<file path="src/rtl/pwm_duty_ramp_ctrl_pkg.sv">
// Shared types and constants for the PWM duty controllers.
// Used by the ramp controller and future PWM channel modules.
package pwm_ctrl_pkg;

  localparam int DUTY_W = 8;
  localparam logic [DUTY_W-1:0] RST_DUTY_DFLT = 8'd128;

  typedef enum logic [1:0] {
    IDLE,
    RAMP_UP,
    RAMP_DOWN
  } state_t;

endpackage

</file>
<file path="src/rtl/pwm_duty_ramp_ctrl_if.sv">
// Target-duty valid/ready handshake bundle.
// The master offers a duty; the controller (slave) accepts it.
interface pwm_duty_ramp_ctrl_if;
  import pwm_ctrl_pkg::*;

  logic              tgt_valid;
  logic [DUTY_W-1:0] tgt_duty;
  logic              tgt_ready;

  modport master (
    output tgt_valid,
    output tgt_duty,
    input  tgt_ready
  );

  modport slave (
    input  tgt_valid,
    input  tgt_duty,
    output tgt_ready
  );

endinterface

</file>
<file path="src/rtl/pwm_duty_ramp_ctrl.sv">
// Duty ramp sequencer: walks Dout toward an accepted target
// in STEP increments, one step every DIV PWM periods.
module pwm_duty_ramp_ctrl
  import pwm_ctrl_pkg::*;
#(
  parameter int                STEP     = 1,
  parameter int                DIV      = 4,
  parameter logic [DUTY_W-1:0] RST_DUTY = RST_DUTY_DFLT
) (
  input  logic              CLK,
  input  logic              RSTin,
  input  logic              enable,
  input  logic              per_end,
  input  logic              abort,
  pwm_duty_ramp_ctrl_if.slave tgt,
  output logic [DUTY_W-1:0] Dout,
  output logic              busy,
  output logic              done
);

  localparam int DW = (DIV > 1) ? $clog2(DIV) : 1;
  localparam logic [DW-1:0] DIV_LAST = DW'(DIV - 1);
  localparam logic [DUTY_W:0] STEP9 = (DUTY_W+1)'(STEP);

  state_t            state;
  logic [DW-1:0]     div_cnt;
  logic [DUTY_W-1:0] tgt_q;
  logic              pe;
  logic              q;
  logic [DUTY_W:0]   up_sum;
  logic [DUTY_W:0]   dn_lim;
  logic              accept;

  assign pe     = enable & per_end;
  assign q      = pe & (div_cnt == DIV_LAST);
  assign up_sum = {1'b0, Dout} + STEP9;
  assign dn_lim = {1'b0, tgt_q} + STEP9;
  assign accept = tgt.tgt_valid & tgt.tgt_ready;

  // Ramp FSM with registered duty, handshake and status outputs
  always_ff @(posedge CLK) begin
    if (RSTin) begin
      state         <= IDLE;
      Dout          <= RST_DUTY;
      tgt_q         <= RST_DUTY;
      div_cnt       <= '0;
      tgt.tgt_ready <= 1'b1;
      busy          <= 1'b0;
      done          <= 1'b0;
    end else begin
      done <= 1'b0;
      unique case (state)
        IDLE: begin
          if (accept) begin
            tgt_q   <= tgt.tgt_duty;
            div_cnt <= '0;
            if (tgt.tgt_duty > Dout) begin
              state         <= RAMP_UP;
              tgt.tgt_ready <= 1'b0;
              busy          <= 1'b1;
            end else if (tgt.tgt_duty < Dout) begin
              state         <= RAMP_DOWN;
              tgt.tgt_ready <= 1'b0;
              busy          <= 1'b1;
            end else begin
              done <= 1'b1;
            end
          end
        end
        RAMP_UP, RAMP_DOWN: begin
          if (abort) begin
            state         <= IDLE;
            div_cnt       <= '0;
            tgt.tgt_ready <= 1'b1;
            busy          <= 1'b0;
          end else if (q) begin
            div_cnt <= '0;
            if ((state == RAMP_UP && up_sum >= {1'b0, tgt_q}) ||
                (state == RAMP_DOWN && {1'b0, Dout} < dn_lim)) begin
              Dout          <= tgt_q;
              state         <= IDLE;
              tgt.tgt_ready <= 1'b1;
              busy          <= 1'b0;
              done          <= 1'b1;
            end else if (state == RAMP_UP) begin
              Dout <= up_sum[DUTY_W-1:0];
            end else begin
              Dout <= Dout - STEP9[DUTY_W-1:0];
            end
          end else if (pe) begin
            div_cnt <= div_cnt + DW'(1);
          end
        end
        default: begin
          state <= IDLE;
        end
      endcase
    end
  end

endmodule

</file>
<file path="src/flat_wrapper.sv">
// flat-port wrapper written by rule: the top's interface ports become plain ports
module pwm_duty_ramp_ctrl_flat import pwm_ctrl_pkg::*;
#(
  parameter int                STEP     = 1,
  parameter int                DIV      = 4,
  parameter logic [DUTY_W-1:0] RST_DUTY = RST_DUTY_DFLT
)
  (CLK, RSTin, enable, per_end, abort, Dout, busy, done, tgt_tgt_valid, tgt_tgt_duty, tgt_tgt_ready);
  pwm_duty_ramp_ctrl_if tgt_i ();
  input  logic CLK;
  input  logic RSTin;
  input  logic enable;
  input  logic per_end;
  input  logic abort;
  output logic [DUTY_W-1:0] Dout;
  output logic busy;
  output logic done;
  input wire logic [$bits(tgt_i.tgt_valid)-1:0] tgt_tgt_valid;
  input wire logic [$bits(tgt_i.tgt_duty)-1:0] tgt_tgt_duty;
  output wire logic [$bits(tgt_i.tgt_ready)-1:0] tgt_tgt_ready;
  assign tgt_i.tgt_valid = tgt_tgt_valid;
  assign tgt_i.tgt_duty = tgt_tgt_duty;
  assign tgt_tgt_ready = tgt_i.tgt_ready;
  pwm_duty_ramp_ctrl #(.STEP(STEP), .DIV(DIV), .RST_DUTY(RST_DUTY)) u_core (.CLK(CLK), .RSTin(RSTin), .enable(enable), .per_end(per_end), .abort(abort), .tgt(tgt_i), .Dout(Dout), .busy(busy), .done(done));
endmodule
</file>
<file path="config.mk">
export PLATFORM = sky130hd
export DESIGN_NAME = pwm_duty_ramp_ctrl_flat
export DESIGN_NICKNAME = d
export VERILOG_FILES = /design/src/rtl/pwm_duty_ramp_ctrl_pkg.sv /design/src/rtl/pwm_duty_ramp_ctrl_if.sv /design/src/rtl/pwm_duty_ramp_ctrl.sv /design/src/flat_wrapper.sv
export SDC_FILE = /design/constraint.sdc
export NUM_CORES = 1
export LEC_CHECK = 0
export BUFFER_PORTS_ARGS = -buffer_cell sky130_fd_sc_hd__buf_2
export CAP_MARGIN = 20
export CORE_ASPECT_RATIO = 0.75
export CORE_MARGIN = 3
export CORE_UTILIZATION = 55
export CTS_CLUSTER_SIZE = 14
export DETAILED_ROUTE_END_ITERATION = 10
export HOLD_SLACK_MARGIN = 0.12
export PLACE_DENSITY = 0.76
export SYNTH_ARGS = -nofsm -noshare
export SYNTH_HDL_FRONTEND = slang
export SYNTH_SLANG_ARGS = --single-unit
</file>
<file path="constraint.sdc">
create_clock -name CLK -period 2.9 [get_ports CLK]
set_input_delay 0.145 -clock CLK [delete_from_list [all_inputs] [get_ports CLK]]
set_output_delay 0.145 -clock CLK [all_outputs]
set_load 0.005 [all_outputs]
</file>
Word level (Yosys, flattened, before mapping)
Index checks and enable logic that the tools add are counted.

storage, ports and cells
  word-level logic and storage cells = 73
  input bits = 14
  flip-flop bits (word level) = 23

cells by class
  magnitude comparators = 4
  multiplexer cells = 35
  $add $sub $neg = 4
  reductions and logical operators = 11
  eq/ne operators = 8
  bitwise gates (word level) = 4

operators by type and width
  cell                 number
  $mux 2               10
  $add 8x1->9 const B  2
  $mux 1               18
  $mux 8               2
  $ge 9x8->1           1
  $lt 8x9->1           1
  $gt 8x8->1           1
  $lt 8x8->1           1
  $pmux 2 s2           2
  $sub 8x1->8 const B  1
  $ne 3x2->1 const B   2
  $pmux 1 s2           3
  $reduce_and 3->1     2
  $reduce_and 5->1     1
  $eq 2x2->1 const B   2
  $ne 4x2->1 const B   1
  $reduce_and 4->1     1
  $and 1x1->1          3
  $ne 3x1->1 const B   1
  $add 2x1->2 const B  1
  $eq 2x1->1 const B   1
  $logic_and 1x1->1    2
  $logic_not 2->1      1
  $ne 2x1->1 const B   1
  other kinds (5)      5

Logic depth before layout (Yosys ltp)
Gate-level depths: netlist of run 1.

  depth after elaboration = 8
  depth in mapped cells = 12
  depth with buffers taken out = 10

Least setup slack after synthesis of run 1
OpenSTA, ideal clock, no wires.

  kind = register to register
  start point = reg u_core.Dout[0]
  end point = reg u_core.Dout[2]
  clock period less this slack = 2.584 ns
  cell stages (with the launch flop) = 11
  slack = 0.316 ns
  setup time = 0.121 ns
  arrival time = 2.464 ns
  path through = dfxtp_1 > ha_1 > nand3_1 > xnor2_1 > ha_1 > a21oi_1 > o21ai_0 > and3_1 > or2_1 > o21ai_0 > mux2_2

on the way
  word-level cells in the longest chain between the ends = 5
  elaborated cells between the ends (all ways) = 9
  those cells by class = add/sub (2); order compare (2); mux (2); reduce/logical (3)

ends and longest elaborated chain
  item                    RTL line                  text
  from (decl)             pwm_duty_ramp_ctrl.sv:16  output logic [DUTY_W-1:0] Dout,
  from (signal assigned)  pwm_duty_ramp_ctrl.sv:80  Dout <= tgt_q;
  from (signal assigned)  pwm_duty_ramp_ctrl.sv:86  Dout <= up_sum[DUTY_W-1:0];
  from (signal assigned)  pwm_duty_ramp_ctrl.sv:88  Dout <= Dout - STEP9[DUTY_W-1:0];
  $add 8x1->9             pwm_duty_ramp_ctrl.sv:36  assign up_sum = {1'b0, Dout} + STEP9;
  $ge 9x8->1              pwm_duty_ramp_ctrl.sv:78  if ((state == RAMP_UP && up_sum >= {1'b0, tgt_q}) ||
  $logic_and 1x1->1       pwm_duty_ramp_ctrl.sv:78
  $logic_or 1x1->1        pwm_duty_ramp_ctrl.sv:78
  $mux 8 (*)              pwm_duty_ramp_ctrl.sv:78

Every way passes the cells marked *; elsewhere a longest branch is shown, timed or not.
A chain may end at the register's enable or synchronous reset.

Final worst setup path of run 1
  start point = reg u_core.Dout[0]
  end point = reg u_core.state[0]

on the way
  word-level cells in the longest chain between the ends = 6
  elaborated cells between the ends (all ways) = 14
  those cells by class = add/sub (1); order compare (4); eq/ne (2); mux (3); reduce/logical (4)

ends and longest elaborated chain
  item                               RTL line                  text
  $add 8x1->9                        pwm_duty_ramp_ctrl.sv:36
  $ge 9x8->1                         pwm_duty_ramp_ctrl.sv:78
  $logic_and 1x1->1                  pwm_duty_ramp_ctrl.sv:78
  $logic_or 1x1->1                   pwm_duty_ramp_ctrl.sv:78
  $ne 3x2->1 (no source line)        n/a
  $reduce_and 4->1 (no source line)  n/a
  to (signal assigned)               pwm_duty_ramp_ctrl.sv:72  state <= IDLE;
  to (signal assigned)               pwm_duty_ramp_ctrl.sv:81  state <= IDLE;
  to (signal assigned)               pwm_duty_ramp_ctrl.sv:95  state <= IDLE;
  to (decl)                          pwm_duty_ramp_ctrl.sv:25  state_t state;

Parallel ways exist; a longest one is shown, timed or not. The select of a mux whose other input is x is not followed.

==> impl_metrics.toml, run 1 <==
[placed_design]
place_area_um2 = 2360
post-place-ws_ns = 0.233
port_buffers = 24
place_hpwl_um = 4800
gp_congestion = 1.01

[critical_path]
cp.depth = 11
worstPathMaxFanout = 11
crit_slowest_cell = "o32a_1"
end_kind = "flip-flop"
arrival_ns = 2.91
max_stage_delay_ns = 0.37
required_ns = 3.10
cp_num_buf_inv = 1
worstRegToRegCells = 11
crit_type = "reg -> reg"
path_common_cell = "ha_1"
startpoint_type = "flip-flop"
crit_family = "compound AO/OA/AOI/OAI gates"
path_cells = "ha_1, nand3_1, xnor2_1, ha_1, a21oi_1, o21ai_0, and3_1, or2_1, buf_4, o32a_1, o22ai_1"

[clock_tree]
clockBufferDepth = 2
htreeDepth = 1
tritoncts = "done"
cts_sinks = 23
cts-root-buf = "clkbuf_8"
cts-buffers-inserted = 3
clk_pin_slew_ns = 0.09
clk_latency_ns = 0.28

[synth]
synth_seq_cells = 23
syn_avg_cell_area_um2 = 7.74
ys.warnings.count = 0
netlist_instances = 274
postSynth.asyncResetShare = 0
syn_nets = 320
synth_enable_flop_cells = 0
synth-seq-area-share = 0.217
yosys.area.top_type = "dfxtp_1"
synth_area_leaders = "dfxtp_1 (22%), ha_1 (19%), a21oi_1 (5.0%)"
synth.distinct_cells = 53
synth_flop_cell = "dfxtp_1"
synth_top_area_share = 0.217
synth_area_um2 = 2120

[timing]
relSlewSlack = 0.637
min_period_ns = 2.70
fin_worst_skew_ns = 0.00934
hold_viol = 0
finalSetupTns_ns = 0
max_clock_freq_mhz = 370
rsz0062_at_grt = "false"
worst_slew_pin_slew_ns = 0.540
min_period_over_period = 0.932
finalSetupViolations = 0
setup_slack_ns = 0.198
holdWs_ns = 0.136
slew_violations = 0

[power]
vdd.ir_drop.worst_uv = 551
power_mw = 1.36
p_per_area_nw_per_um2 = 551
p_leak_nw = 1.07

[routing]
drc_errors = 0
drtIter0Drc = 324
drt_first_pass_iters = 5
wirelength_um = 6350
ant_nets = 0
vias_per_cell = 6.29
wl_per_cell_um = 17.5
num_vias = 2277

[global_route]
met2_usage = 0.401
grt_max_degree = 29
antenna_found_initial = 0
grt_first_pass_wirelength_um = 10100
grt_busiest_layer = "met1"
use_met3 = 0.0648
overflow = 0
grtUsageMet1 = 0.411
grt_pass1_vias = 2007
grt_usage = 0.279

[final_layout]
final_common_cell = "ha_1"
postLayoutCellArea_um2 = 2470
area_delta_synth_final_pct = 16.6
final_cell_mix = "ha_1 (32), nand2_1 (28), buf_2 (24)"
nNetsFinal = 359
drive_gt1_frac = 0.167
antenna_cells = 0

[status]
status = "finished, final reports clean"

[run]
drv_cap = 0

[die]
initial_utilization = 0.607
rows = 18
ios = 25
dieArea_um2 = 4640
core-area_um2 = 3490
die_width_um = 77.7
die_h_um = 59.8

[worst_hold_path]
holdPathStages = 3
hold_class = "in -> reg"
## power breakdown
group | total, mW | internal [mW] | switching, mW
combinational | 0.738 | 0.302 | 0.436
clock | 0.211 | 0.0965 | 0.115
sequential | 0.414 | 0.366 | 0.0475
## layout make-up
class                   instances  area (um^2)
fillers                       283         1020
clock buffers                   3         41.3
clock inverters                 1         5.00
flip-flops and latches         23          460
inverters                      23         86.3
well taps                      50         62.6
multi-input cells             215         1510
repair buffers                 47          308
## metrics by stage
stage,util,std cells
floorplan,-,274
global placement,0.677,352
detailed placement,0.677,352
CTS,0.708,362
global route,0.708,362
finish,0.708,362
## sequential cells by signal, indices dropped and copies added, names as in the netlist
signal and cells:
u_core.Dout 8, u_core.tgt_q 8, u_core.div_cnt 2, u_core.state 2, u_core.busy 1, u_core.done 1
u_core.tgt.tgt_ready 1
## cell usage after synthesis (2+ instances only)
library cell	n
clkbuf_1	7
xnor2_1	12
nor2_1	13
and3_1	4
a211oi_1	3
inv_1	23
nand2_1	28
o211ai_1	9
nand3_1	13
nand4_1	8
a21o_1	2
or2_2	2
a32oi_1	2
or3_1	2
a22oi_1	2
o22ai_1	3
nor2b_1	2
o32a_1	2
dfxtp_1	23
buf_2	4
a31oi_1	6
ha_1	32
mux2i_1	2
a21oi_1	21
nor3_1	8
nand4b_1	2
o21ai_0	10
and2_1	2
a211o_1	2
mux2_2	2
## worst register-to-register path, cell delays in order, from the launching register on
cell	delay [ns]
dfxtp_1	0.35
ha_1	0.31
nand3_1	0.15
xnor2_1	0.15
ha_1	0.29
a21oi_1	0.14
o21ai_0	0.10
and3_1	0.19
or2_1	0.24
buf_4	0.19
o32a_1	0.38
o22ai_1	0.13
## cells by family after synthesis
group,count (synthesis),share of synthesized area
buffers and inverters,36,0.0714
AO/OA/AOI/OAI,73,0.224
adder cells (fa/ha/maj),32,0.189
multiplexers,4,0.0201
XOR/XNOR,13,0.0537
AND/OR/NAND/NOR,93,0.224
flip-flops,23,0.217
## path summary, 6_finish.rpt
check                                     start         endpoint  slack (ns)
worst max register to register   u_core.Dout[0]  u_core.state[0]        0.20
worst min register to register      u_core.busy      u_core.busy        0.52
worst max-delay path             u_core.Dout[0]  u_core.state[0]        0.20
worst min-delay path            tgt_tgt_duty[1]  u_core.tgt_q[1]        0.14
## per-layer routing
layer  wire [um]  up-vias  share of wire
met1        2970     1031           0.47
li1            -     1080              -
met2        2560      151           0.40
met4         112        0          0.018
met5           0        -              0
met3         706       15           0.11
## what timing repair did
item,CTS,global route
gates resized for setup,0,1
endpoints found under the hold margin,6,0
endpoints found under the setup margin,0,1
hold buffers,6,0
setup buffers,0,0
(Power assumes the default switching activity.)
==> inputs of run 2 (changes only) <==
Clock period 2.9 ns to 3.16 ns, I/O delays scaled along.
==> run 2 against run 1 <==
Net effect:
- clock-buffer cell count up 1
- global-route usage down 0.45 points
- maximum frequency down 4.7%
- combinational power decreased by 12%
- register-to-register slack gained 0.13 ns
- critical path depth is the same
- clock skew is 0.0067 ns lower
- sequential power down 7.7%
- clock power is 12% lower
- critical path type unchanged
- critical endpoint unchanged
- largest power group unchanged
==> impl_metrics.toml, run 2 (synthesized netlist as in run 1, its figures left out) <==
[status]
status = "finished, final reports clean"

[final_layout]
fin_cells = 351
regArea_um2 = 460
reg_top3 = "u_core.Dout: 8 flops, u_core.tgt_q: 8 flops"
drive_gt1_frac = 0.153
final_common_cell = "ha_1"
antenna_cells = 0
multiInputGateArea_um2 = 1510
area_delta_synth_final_pct = 11.9
final_cell_mix = "ha_1 (32), nand2_1 (28), buf_2 (24)"
nNetsFinal = 348
fill_cells = 309

[clock_tree]
cts-buffers-inserted = 3
htreeDepth = 1
clk_pin_slew_ns = 0.08
cts_sinks = 23
postCtsHoldBufs = 0
post_cts_buffers = 0
tritoncts = "done"
cts_resized = 0
clockBufferDepth = 2
clk_latency_ns = 0.26
cts-root-buf = "clkbuf_8"

[die]
die_width_um = 77.7
initial_utilization = 0.607
ios = 25
dieArea_um2 = 4640
rows = 18
core-area_um2 = 3490
die_h_um = 59.8

[critical_path]
path_cells = "and4_4, nand2_1, xnor2_1, ha_1, a21oi_1, o21ai_0, and3_1, or2_1, buf_4, o32a_1, o22ai_1"
max_stage_delay_ns = 0.57
end_kind = "flip-flop"
required_ns = 3.35
crit_slowest_cell = "dfxtp_1"
worstPathMaxFanout = 11
cp_num_buf_inv = 1
crit_type = "reg -> reg"
arrival_ns = 3.03
startpoint_type = "flip-flop"
crit_family = "simple AND/OR/NAND/NOR gates"

[power]
switching_power_mw = 0.529
sw_frac_of_total = 0.433
p_leak_nw = 1.02
power_frac_seq = 0.313
vdd.ir_drop.worst_uv = 478
p_per_area_nw_per_um2 = 514
comb_power_share = 0.534
power_mw = 1.22
cell_internal_pwr_mw = 0.691
clockPowerShare = 0.153

[timing]
rsz0062_at_grt = "false"
max_clock_freq_mhz = 353
min_period_over_period = 0.897
worst_slew_pin_slew_ns = 0.519
slew_violations = 0
finalSetupTns_ns = 0
fin_worst_skew_ns = 0.00262
min_period_ns = 2.84
hold_viol = 0
relSlewSlack = 0.654
finalSetupViolations = 0

[placed_design]
dp.cells = 347
place_hpwl_um = 4640
port_buffers = 24
gp_congestion = 1.01

[routing]
ant_nets = 0
num_vias = 2147
drt_first_pass_iters = 5
wl_per_cell_um = 16.8
drc_errors = 0
wirelength_um = 5880
drtIter0Drc = 191
vias_per_cell = 6.12

[global_route]
grt_usage = 0.275
grt_first_pass_wirelength_um = 10100
grt_pass1_vias = 1989
grt_max_degree = 29
antenna_found_initial = 0
overflow = 0

[worst_hold_path]
hold_class = "in -> reg"

[run]
drv_cap = 0
## run 2: cell count changes in the layout (fill, tap and decap cells not counted)
| cell | previous run | this run |
|---|---|---|
| dlygate4sd3_1 | 6 | 0 |
| buf_4 | 17 | 12 |
| a2111oi_0 | 0 | 1 |
| a2111oi_1 | 1 | 0 |
| clkbuf_1 | 0 | 1 |
| clkinv_2 | 1 | 0 |
## run 2: worst paths after layout
path / from / endpoint / slack [ns] / cells after the start
worst max-delay path: u_core.Dout[2] / u_core.state[0] / 0.32 / 11
worst min-delay path: tgt_tgt_duty[4] / u_core.tgt_q[4] / 0.14 / 3
worst max register to register: u_core.Dout[2] / u_core.state[0] / 0.32 / 11
worst min register to register: u_core.tgt_q[4] / u_core.tgt_q[4] / 0.50 / 2
## run 2: per-stage QoR
step                cell area (um^2)  setup slack [ns]   util  hold slack (ns)
floorplan                       2120             0.576      -            0.276
global placement                2330             0.359  0.667            0.416
detailed placement              2330             0.411  0.667            0.417
CTS                             2370             0.381  0.680            0.144
global route                    2370            0.0932  0.680            0.142
finish                          2370             0.324  0.680            0.143
## run 2: layout make-up
class                           instances  share of cell area
Clock buffer                            4              0.0190
Inverter                               23              0.0364
Multi-Input combinational cell        215               0.636
Sequential cell                        23               0.194
Tap cell                               50              0.0264
Timing Repair Buffer                   36              0.0886
## run 2: power by group through the flow
stage	logic [mW]	clock network, mW	registers, mW
floorplan	0.450	0	0.379
global route	0.727	0.200	0.388
CTS	0.637	0.186	0.381
finish	0.652	0.186	0.382
global placement	0.629	0	0.385
detailed placement	0.630	0	0.387
## run 2: metal layers
layer / vias to the layer above / part of all wire / global-route usage
met4: 0 / 0.0036 / 0.0558
met1: 962 / 0.48 / 0.415
met3: 4 / 0.099 / 0.0407
li1: 1058 / - / -
met5: - / 0 / 0
met2: 123 / 0.42 / 0.411
## run 2: tightest hold or removal path, cell delays in order
cell and delay, ns:
buf_2 0.11, nand2_1 0.05, a21oi_1 0.05
